## src/rtl/alu_arbiter.sv

```systemverilog
// Round-robin front end that shares one combinational ALU between two
// requesters: accept, one ALU issue cycle, then hold the response until consumed.
module alu_arbiter (
    input  logic               clk,
    input  logic               rst_n,
    input  logic               req0_valid,
    input  logic               req1_valid,
    output logic               req0_ready,
    output logic               req1_ready,
    input  logic signed [15:0] req0_a,
    input  logic signed [15:0] req0_b,
    input  logic signed [15:0] req1_a,
    input  logic signed [15:0] req1_b,
    input  logic [2:0]         req0_op,
    input  logic [2:0]         req1_op,
    output logic               rsp0_valid,
    output logic               rsp1_valid,
    input  logic               rsp0_ready,
    input  logic               rsp1_ready,
    output logic [15:0]        rsp_result,
    output logic               rsp_zero,
    output logic               rsp_carry,
    output logic [15:0]        alu_tmp1,
    output logic [15:0]        alu_tmp2,
    output logic [2:0]         alu_op,
    output logic               alu_enable,
    input  logic [15:0]        alu_result,
    input  logic               alu_zero,
    input  logic               alu_carry,
    output logic               busy
);

    typedef enum logic [1:0] {
        IDLE,
        ISSUE,
        RESP
    } state_t;

    state_t state;
    state_t state_nxt;

    logic        last_grant;
    logic        grant;
    logic        win;
    logic        accept;
    logic        rsp_hs;
    logic [15:0] tmp1_q;
    logic [15:0] tmp2_q;
    logic [2:0]  op_q;
    logic [15:0] res_q;
    logic        zero_q;
    logic        carry_q;

    // On a tie the requester that was not served last goes next.
    always_comb begin
        win    = (req0_valid && req1_valid) ? ~last_grant : req1_valid;
        accept = (state == IDLE) && (req0_valid || req1_valid);
        rsp_hs = (state == RESP) && (grant ? rsp1_ready : rsp0_ready);
    end

    always_comb begin
        state_nxt = state;
        unique case (state)
            IDLE:    if (accept) state_nxt = ISSUE;
            ISSUE:   state_nxt = RESP;
            RESP:    if (rsp_hs) state_nxt = IDLE;
            default: state_nxt = IDLE;
        endcase
    end

    always_ff @(posedge clk or negedge rst_n) begin
        if (!rst_n) begin
            state <= IDLE;
        end else begin
            state <= state_nxt;
        end
    end

    always_ff @(posedge clk or negedge rst_n) begin
        if (!rst_n) begin
            last_grant <= 1'b1;
            grant      <= 1'b0;
            tmp1_q     <= '0;
            tmp2_q     <= '0;
            op_q       <= '0;
            res_q      <= '0;
            zero_q     <= 1'b0;
            carry_q    <= 1'b0;
        end else begin
            if (accept) begin
                last_grant <= win;
                grant      <= win;
                tmp1_q     <= win ? req1_a  : req0_a;
                tmp2_q     <= win ? req1_b  : req0_b;
                op_q       <= win ? req1_op : req0_op;
            end
            if (state == ISSUE) begin
                res_q   <= alu_result;
                zero_q  <= alu_zero;
                carry_q <= alu_carry;
            end
        end
    end

    // Ready is gated by reset so nothing can look accepted while held in reset.
    assign req0_ready = rst_n && accept && !win;
    assign req1_ready = rst_n && accept && win;

    assign alu_enable = (state == ISSUE);
    assign alu_tmp1   = tmp1_q;
    assign alu_tmp2   = tmp2_q;
    assign alu_op     = op_q;

    assign rsp0_valid = (state == RESP) && !grant;
    assign rsp1_valid = (state == RESP) && grant;
    assign rsp_result = res_q;
    assign rsp_zero   = zero_q;
    assign rsp_carry  = carry_q;

    assign busy = (state != IDLE);

endmodule

```

## config.mk

```make
export PLATFORM = sky130hd
export DESIGN_NAME = alu_arbiter
export DESIGN_NICKNAME = d
export VERILOG_FILES = /design/src/rtl/alu_arbiter.sv
export SDC_FILE = /design/constraint.sdc
export NUM_CORES = 1
export LEC_CHECK = 0
export CAP_MARGIN = 5
export CORE_MARGIN = 1
export CORE_UTILIZATION = 35
export DETAILED_ROUTE_END_ITERATION = 10
export PLACE_DENSITY = 0.77
export SLEW_MARGIN = 20
export SYNTH_ARGS = -nofsm -noshare
export SYNTH_HDL_FRONTEND = slang
export SYNTH_SLANG_ARGS = --single-unit
```

## constraint.sdc

```tcl
create_clock -name clk -period 1.59 [get_ports clk]
set_clock_uncertainty 0.15 [all_clocks]
set_input_delay 0.318 -clock clk [delete_from_list [all_inputs] [get_ports clk]]
set_output_delay 0.318 -clock clk [all_outputs]
set_load 0.02 [all_outputs]
```

==> summary.txt, run 1 <==
Run status
  – Status: complete, but fails checks
  – Violated checks: setup timing

Routing
  – ANT nets after route: 0
  – Final wirelength: 7.25 mm
  – Drt drc: 0
  – Per-cell routed wire length: 16.1 um
  – Initial drt markers: 30
  – Number of detailed-route iterations in the first pass: 4
  – Mean number of vias per cell: 4.69
  – Vias post-DR: 2111

Final layout
  – Share of layout cells above drive strength 1: 39.9%
  – Final instance count without filler cells: 450
  – Commonest non-fill, non-tap cell in the layout: clkdlybuf4s50_1
  – ANT cells: 0
  – Most frequent cells in the layout: 90 x clkdlybuf4s50_1, 56 x dfrtp_1, 55 x dlygate4sd2_1
  – Area Overhead vs Synth: 75.9%
  – Fillcell total: 579
  – Nets: 441

Worst setup path
  – Worst path cell trace: buf_4 > buf_4 > nor2b_4 > buf_6
  – CP max FO: 4
  – Worst path max stage delay: 410 ps
  – CP Buf/Inv Count: 3
  – Crit Path Class: register to output pin
  – Slowest cell on the critical path: dfrtp_1
  – Startpoint types: register
  – Crit path capture type: output pin
  – CP required: 1120 ps
  – CP arrival: 1360 ps
  – Most used cell, CP: buf_4
  – Kind of cell adding the most delay to the critical path: buffers and inverters

Logic synthesis
  – Syn nets: 266
  – Netlist cell types: 21
  – Synthesized cell area: 2720 um^2
  – Synth warn: 0
  – Area contributors post-synth: dfrtp_1 52%, mux2_2 23%, mux2_4 19%
  – Top cell type's share of synthesized area: 51.6%
  – Post-synthesis cell count: 172
  – Post-synthesis sequential area ratio: 52.5%
  – Synthesized flop and latch total: 57
  – Area leader, netlist: dfrtp_1
  – Avg Cell Area, Syn: 15.8 um^2

Placement
  – GPL Wtd Cong: 0.761
  – Dpl hpwl: 4.91 mm
  – Post-place setup slack: -713 ps
  – Buffers added on ports: 152
  – Placed insts: 427

CTS
  – Clock-pin slew on the worst setup and hold paths: 60 ps
  – CTS tree: yes
  – Clock Sinks: 57
  – Max clock buf depth: 2
  – Clock latency on the worst-skew pair: 330 ps
  – Htree depth: 3
  – CTS buffer count: 9
  – Root Buffer: clkbuf_8

STA
  – Fin crit period: 1830 ps
  – Worst Slack Setup Final: -242 ps
  – Slew Limit Fails: 0
  – Fmax: 0.546 GHz
  – Unrepaired setup endpoints after global routing: true
  – Hold Fails Final Rpt: 0
  – Final period util: 115%
  – Final setup vio count: 59
  – Tightest Pin Transition: 378 ps
  – Max-Slew Margin vs Limit: 74.8%

Pwr
  – P_leak: 2.20 nW
  – Power Density: 1880 nW/um^2
  – Peak supply drop: 0.818 mV

Floorplan
  – Num ports: 153
  – Die area: 8120 um^2
  – Core area: 7370 um^2
  – Die Wd: 90.1 um
  – Placement Rows: 31
  – Initial core utilization: 36.9%
  – Die H: 90.1 um

GRT
  – Largest net degree at the start of global routing: 38
  – Vias in the first global route: 2346
  – Grt ovf: 0
  – First-pass GRT wire length: 11.4 mm
  – Tot GR Track Use: 18.3%
  – Antenna violations before repair: 0

Flow run
  – Max Cap Viol: 0

Min path
  – Hold crit path type: input port to register
[state kept, by name, summed over array words and instances, names as in the netlist]
| register | flops |
|---|---|
| alu_op | 3 |
| alu_tmp1 | 16 |
| alu_tmp2 | 16 |
| grant | 1 |
| last_grant | 1 |
| rsp_carry | 1 |
| rsp_result | 16 |
| rsp_zero | 1 |
| state | 2 |
[where the power goes]
group	internal, mW	leakage, nW	switching, mW
registers	2.22	0.669	0.386
clock network	0.915	0.106	0.541
logic	2.69	1.43	2.26
[cell families (layout without fill, tap and decap cells)]
family          after synthesis  after routing  share of synthesized area, %
compound gates                6              6                          1.57
buf+inv                      13            192                          3.04
flops                        57             57                          52.5
mux                          89             89                          41.6
simple gates                  7              7                          1.29
[area by class of cell]
class | instances | area, um^2 | area share [%]
Timing Repair Buffer | 174 | 1700 | 35.5
Sequential cell | 57 | 1430 | 29.9
Multi-Input combinational cell | 102 | 1310 | 27.4
Clock buffer | 12 | 145 | 3.04
Tap cell | 99 | 124 | 2.59
Clock inverter | 3 | 65.1 | 1.36
Inverter | 3 | 11.3 | 0.236
[final timing paths]
path | endpoint | from | slack [ps] | depth (start not counted)
worst max-delay path | alu_enable | state[1] | -240 | 4
worst min-delay path | last_grant | req0_valid | 210 | 2
worst max register to register | alu_tmp2[9] | last_grant | -220 | 4
worst min register to register | alu_tmp2[15] | alu_tmp2[15] | 350 | 1
max in group asynchronous | last_grant | rst_n | 440 | 3
min in group asynchronous | alu_tmp1[14] | rst_n | 530 | 3
[what timing repair did]
action,in CTS,in global routing
setup buffers,2,3
resized for setup,106,19
cloned,0,2
pin swaps,4,0
hold endpoints to repair,56,0
hold buffers,1,0
endpoints found under the setup margin,108,47
[metal layers]
metal | share of wire [%] | global-route usage (%) | up-vias
met5 | 0 | 0 | -
met4 | 2.7 | 10.2 | 0
met3 | 7.7 | 5.50 | 15
met2 | 49 | 30.4 | 108
met1 | 40 | 20.9 | 1016
li1 | - | - | 972
[Yosys cell counts (all sizes together)]
cell and n:
a21bo 1, a21oi 1, a31oi 1, and3 1, buf 9, clkbuf 1, dfrtp 56, dfstp 1
inv 3, mux2 89, nand2b 1, nor2 3, nor2b 1, nor3 1, o21a 1, o21bai 1
o22ai 1
[metrics by stage]
step           area [um^2]  setup TNS, ps  utilization (%)  hold WS, ps  total power, mW
2_1_floorplan         2740          -4320                -         -128             5.35
5_1_grt               4780         -11990             64.9          209             9.48
6_report              4780          -9910             64.9          209             9.01
3_5_place_dp          4400         -25690             59.7          269             7.54
4_1_cts               4640          -7880             62.9          181             8.71
3_3_place_gp          4400         -24380             59.7          256             7.43
No activity file was read; power rests on OpenSTA's default activity.
==> inputs of run 2 (changes only) <==
- PLACE_DENSITY: 0.77 -> 0.83
==> summary.txt, run 2 (synthesis gave the netlist of run 1 again) <==
Run status
  – Status: complete, but fails checks
  – Violated checks: setup timing

CTS
  – Clock Sinks: 57 (unchanged)
  – Root Buffer: clkbuf_8
  – CTS buffer count: 9 (unchanged)
  – Max clock buf depth: 2 (unchanged)
  – Htree depth: 3 (unchanged)
  – Clock-pin slew on the worst setup and hold paths: 70 ps (about the same)
  – Clock latency on the worst-skew pair: 320 ps (about the same)
  – CTS tree: yes

Worst setup path
  – Most used cell, CP: mux2_4
  – Crit Path Class: register to register
  – CP Buf/Inv Count: 2 (-1)
  – CP required: 1640 ps (+520 ps)
  – Crit path capture type: register
  – Kind of cell adding the most delay to the critical path: multiplexers
  – CP max FO: 7 (+3)
  – CP arrival: 1900 ps (+540 ps)
  – Startpoint types: register
  – Worst path max stage delay: 550 ps (+140 ps)
  – Worst path cell trace: a21bo_4 > buf_12 > clkbuf_16 > mux2_4 > mux2_4
  – Slowest cell on the critical path: dfstp_2

Placement
  – Dpl hpwl: 5.17 mm (+5.4%)
  – Placed inst area: 4430 um^2 (+0.74%)
  – GPL Wtd Cong: 0.783 (+2.9%)
  – Buffers added on ports: 152 (unchanged)
  – Post-place setup slack: -700 ps (+12.3 ps)

Routing
  – Number of detailed-route iterations in the first pass: 4 (unchanged)
  – ANT nets after route: 0 (unchanged)
  – Mean number of vias per cell: 4.67 (-0.51%)
  – Per-cell routed wire length: 16.5 um (+2.6%)
  – Vias post-DR: 2147 (+1.7%)
  – Initial drt markers: 43 (+43%)
  – Drt drc: 0 (unchanged)
  – Final wirelength: 7.60 mm (+4.9%)

STA
  – Hold Fails Final Rpt: 0 (unchanged)
  – Fin crit period: 1850 ps (+21.1 ps)
  – Final setup vio count: 59 (unchanged)
  – Slew Limit Fails: 0 (unchanged)
  – Final period util: 117% (+1.3 points)
  – Sum of negative setup slack: -10190 ps (-278 ps)
  – Worst Slack Setup Final: -263 ps (-21.1 ps)
  – Max-Slew Margin vs Limit: 72.9% (-1.9 points)
  – Fmax: 0.540 GHz (-1.1%)
  – Unrepaired setup endpoints after global routing: true
  – Tightest Pin Transition: 407 ps (+28.5 ps)

Floorplan
  – Initial core utilization: 36.9% (unchanged)
  – Die area: 8120 um^2 (unchanged)
  – Die H: 90.1 um (unchanged)
  – Placement Rows: 31 (unchanged)
  – Core area: 7370 um^2 (unchanged)
  – Die Wd: 90.1 um (unchanged)
  – Num ports: 153 (unchanged)

GRT
  – Antenna violations before repair: 0 (unchanged)
  – Largest net degree at the start of global routing: 38 (unchanged)
  – GRT met1 Usage: 20.7% (-0.18 points)
  – Grt ovf: 0 (unchanged)
  – GR peak layer: met2
  – Vias in the first global route: 2369 (+0.98%)
  – First-pass GRT wire length: 11.6 mm (+1.6%)
  – Met2 Use GR: 32.2% (+1.8 points)
  – Tot GR Track Use: 18.2% (-0.11 points)
  – GRT met3 Usage: 3.72% (-1.8 points)

Min path
  – Hold crit path type: input port to register

Final layout
  – Nets: 450 (+2.0%)
  – Fillcell total: 568 (-1.9%)
  – Most frequent cells in the layout: 90 x clkdlybuf4s50_1, 68 x mux2_4, 56 x dfrtp_1
  – Commonest non-fill, non-tap cell in the layout: clkdlybuf4s50_1
  – Area Overhead vs Synth: 84.0%
  – Share of layout cells above drive strength 1: 42.1% (+2.2 points)
  – ANT cells: 0 (unchanged)
  – Finished Cell Area: 5000 um^2 (+4.6%)

Pwr
  – Power Density: 1830 nW/um^2 (-2.8%)
  – P_leak: 2.36 nW (+6.9%)
  – Peak supply drop: 0.965 mV (+18%)
  – Total chip power: 9.16 mW (+1.6%)

Flow run
  – Max Cap Viol: 0 (unchanged)
run 2: layer usage:
metal  share of wire, %  up-vias
met3                5.1       15
met1                 41     1049
met2                 51       96
met5                  0        -
met4                2.6        0
li1                   -      987
run 2: worst register-to-register path: cells and delay by family (launching register included):
family | cells | cell delay [ps]
DFF | 1 | 550
AOI/OAI and AO/OA | 1 | 160
buffers and inverters | 2 | 320
muxes | 2 | 560
run 2: final cells by class:
type	count	area, um^2	area share [%]
Clock inverter	5	31.3	0.625
Inverter	3	13.8	0.275
Sequential cell	57	1430	28.5
Clock buffer	11	141	2.83
Multi-Input combinational cell	102	1400	27.9
Timing Repair Buffer	183	1870	37.3
Tap cell	99	124	2.48
run 2: timing repair:
item                                   in CTS  in global routing
gates cloned                                1                  5
setup endpoints to repair                 101                 60
endpoints found under the hold margin      56                  0
setup buffers                               6                  3
hold buffers                                1                  0
pin swaps                                   2                  2
gates resized for setup                   126                 29
run 2: power by group:
part           switching [mW]  internal (mW)  total [mW]
registers               0.399           2.22        2.62
logic                    2.37           3.00        5.37
clock network           0.567          0.602        1.17
total                    3.34           5.82        9.16
run 2: per-stage QoR:
stage	hold slack [ps]	util, %	cells
2_1_floorplan	-128	-	172
3_3_place_gp	268	60.2	428
3_5_place_dp	269	60.2	428
4_1_cts	208	64.5	452
5_1_grt	239	67.9	460
6_report	233	67.9	460
run 2: final timing paths:
kind                        startpoint            end  slack [ps]  cells after the start
min                         req0_valid     last_grant         230                      2
min in group asynchronous        rst_n    alu_tmp1[1]         490                      3
max                         last_grant    alu_tmp1[0]        -260                      5
max reg2reg                 last_grant    alu_tmp1[0]        -260                      5
min reg2reg                alu_tmp2[2]    alu_tmp2[2]         350                      1
max in group asynchronous        rst_n  rsp_result[1]         470                      3
==> inputs of run 3 (changes only) <==
- ABC_CLOCK_PERIOD_IN_PS: unset -> 1940
- CORE_UTILIZATION: 35 -> 39
- PLACE_DENSITY: 0.83 -> 0.87
- SKIP_LAST_GASP: unset -> 1
- clock period: 1.59 -> 1.94 ns (I/O delays scaled with it)
==> summary.txt, run 3 (synthesis gave the netlist of run 1 again) <==
Floorplan
  – Initial core utilization: 40.2% (+3.3 points)
  – Die area: 7310 um^2 (-10%)
  – Num ports: 153 (unchanged)
  – Placement Rows: 30 (-3.2%)
  – Core area: 6760 um^2 (-8.3%)
  – Die H: 85.5 um (-5.1%)
  – Die Wd: 85.5 um (-5.1%)

Placement
  – Buffers added on ports: 152 (unchanged)
  – Placed insts: 403 (-5.8%)
  – GPL Wtd Cong: 0.686 (-12%)
  – Placed inst area: 4330 um^2 (-2.3%)
  – Dpl hpwl: 4.84 mm (-6.3%)

Routing
  – Drt drc: 0 (unchanged)
  – Mean number of vias per cell: 4.71 (+0.90%)
  – Initial drt markers: 34 (-21%)
  – Vias post-DR: 1978 (-7.9%)
  – Number of detailed-route iterations in the first pass: 4 (unchanged)
  – Per-cell routed wire length: 15.3 um (-7.2%)
  – ANT nets after route: 0 (unchanged)
  – Final wirelength: 6.44 mm (-15%)

Pwr
  – P_int: 4.79 mW (-18%)
  – P_leak: 1.97 nW (-16%)
  – Net Sw Frac: 34.3% (-2.1 points)
  – Gate power share: 54.1% (-4.5 points)
  – Power Density: 1600 nW/um^2 (-13%)
  – Seq pwr share: 29.4% (+0.8 points)
  – Peak supply drop: 0.727 mV (-25%)
  – Psw: 2.51 mW (-25%)
  – Clock power frac: 16.6% (+3.8 points)

GRT
  – Tot GR Track Use: 18.7% (+0.54 points)
  – Largest net degree at the start of global routing: 58 (+53%)
  – Vias in the first global route: 2211 (-6.7%)
  – First-pass GRT wire length: 10.4 mm (-11%)
  – Antenna violations before repair: 0 (unchanged)
  – Grt ovf: 0 (unchanged)

CTS
  – Cts hold-fix bufs: 0 (-1)
  – CTS buffer count: 9 (unchanged)
  – Clock-pin slew on the worst setup and hold paths: 70 ps (about the same)
  – CTS tree: yes
  – Htree depth: 3 (unchanged)
  – Max clock buf depth: 2 (unchanged)
  – Clock Sinks: 57 (unchanged)
  – Root Buffer: clkbuf_8
  – Clock latency on the worst-skew pair: 320 ps (about the same)

STA
  – Tightest Pin Transition: 704 ps (+297 ps)
  – Fmax: 0.522 GHz
  – Hold Fails Final Rpt: 0 (unchanged)
  – Unrepaired setup endpoints after global routing: true
  – Final period util: 98.7%
  – Slew Limit Fails: 0 (unchanged)
  – Max-Slew Margin vs Limit: 53.1% (-20 points)
  – Sum of negative setup slack: 0 ps (+10190 ps)
  – Final setup vio count: 0 (-100%)
  – Fin crit period: 1920 ps

Worst setup path
  – Startpoint types: register
  – CP max FO: 2 (-5)
  – Crit Path Class: register to output pin
  – Crit path capture type: output pin
  – Slowest cell on the critical path: dfrtp_1
  – Worst path cell trace: nor2_2 > buf_4 > o21a_4 > and3_4 > buf_6
  – CP required: 1400 ps (-240 ps)
  – CP arrival: 1380 ps (-520 ps)
  – Worst path max stage delay: 390 ps (-160 ps)

Final layout
  – Nets: 429 (-4.7%)
  – Final Util: 67.5% (-0.34 points)
  – Area of the multi-input gates: 1230 um^2 (-12%)
  – Area Overhead vs Synth: 67.9%
  – Most frequent cells in the layout: 143 x clkdlybuf4s50_1, 56 x dfrtp_1, 55 x mux2_2
  – Share of layout cells above drive strength 1: 37.4% (-4.8 points)
  – FF/Latch Area: 1430 um^2 (unchanged)
  – Finished Cell Area: 4560 um^2 (-8.8%)
  – ANT cells: 0 (unchanged)
  – Commonest non-fill, non-tap cell in the layout: clkdlybuf4s50_1
  – Final instance count without filler cells: 420 (-8.7%)
  – Fillcell total: 525 (-7.6%)

Min path
  – Hold crit path type: input port to async pin

Flow run
  – Max Cap Viol: 0 (unchanged)

Run status
  – Status: finished, final reports clean
run 3: cell count changes in the layout (fill, tap and decap cells not counted), sizes merged, moves of 2 or more:
cell	before	now
buf	32	14
clkdlybuf4s50	90	143
bufinv	0	2
dlygate4sd2	55	2
clkbuf	16	12
clkinv	4	2
run 3: metal layers:
layer  part of all wire (%)  track usage, %  routed length [um]  up-vias
met5                      0               0                   0        -
met4                   0.68            6.82                  44        0
met3                    6.6            5.16                 424        4
met2                     54            34.3                3470       92
met1                     39            20.6                2500      944
li1                       -               -                   -      938
run 3: worst max-delay path, delay by kind of cell, from the launching register on:
kind                   cells  cell delay, ps
DFF                        1             390
and+or+nand+nor            2             300
buffers and inverters      2             240
AOI/OAI and AO/OA          1             130
run 3: final cells by class:
class / instances / share of cell area [%]
timing repair buffer: 162 / 34.6
sequential: 57 / 31.3
clock inverter: 7 / 2.06
inverter: 3 / 0.247
multi-input combinational: 102 / 26.9
tap: 80 / 2.19
clock buffer: 9 / 2.72
run 3: worst paths after layout:
kind,slack (ps),cells past startpoint,start,end
worst max-delay path,20,5,state[0],req0_ready
worst min-delay path,90,2,rst_n,alu_tmp2[0]
worst max register to register,80,4,last_grant,alu_tmp2[6]
worst min register to register,350,1,rsp_zero,rsp_zero
max in group asynchronous,1090,2,rst_n,alu_tmp2[7]
min in group clk,300,2,req0_valid,last_grant
run 3: power groups by stage:
stage                     clock (mW)  combinational (mW)  sequential, mW
after floorplan                    0                1.52            2.84
after global placement             0                3.90            2.12
after detailed placement           0                3.97            2.15
after CTS                       1.23                3.98            2.15
after global routing            1.30                4.17            2.23
final                           1.21                3.95            2.14
run 3: timing repair:
item                                   in CTS  in global routing
pin swaps                                   1                  2
setup endpoints to repair                  35                 41
endpoints found under the hold margin       0                  0
setup buffers                               1                  0
cloned                                      0                  0
gates resized for setup                    18                 15
run 3: stage by stage:
stage	setup slack (ps)	power, mW	hold WS [ps]
after floorplan	24.4	4.36	-57.6
after global placement	-510	6.02	337
after detailed placement	-523	6.13	345
after CTS	-39.0	7.36	97.7
after global routing	-45.0	7.69	133
final	24.3	7.30	86.0
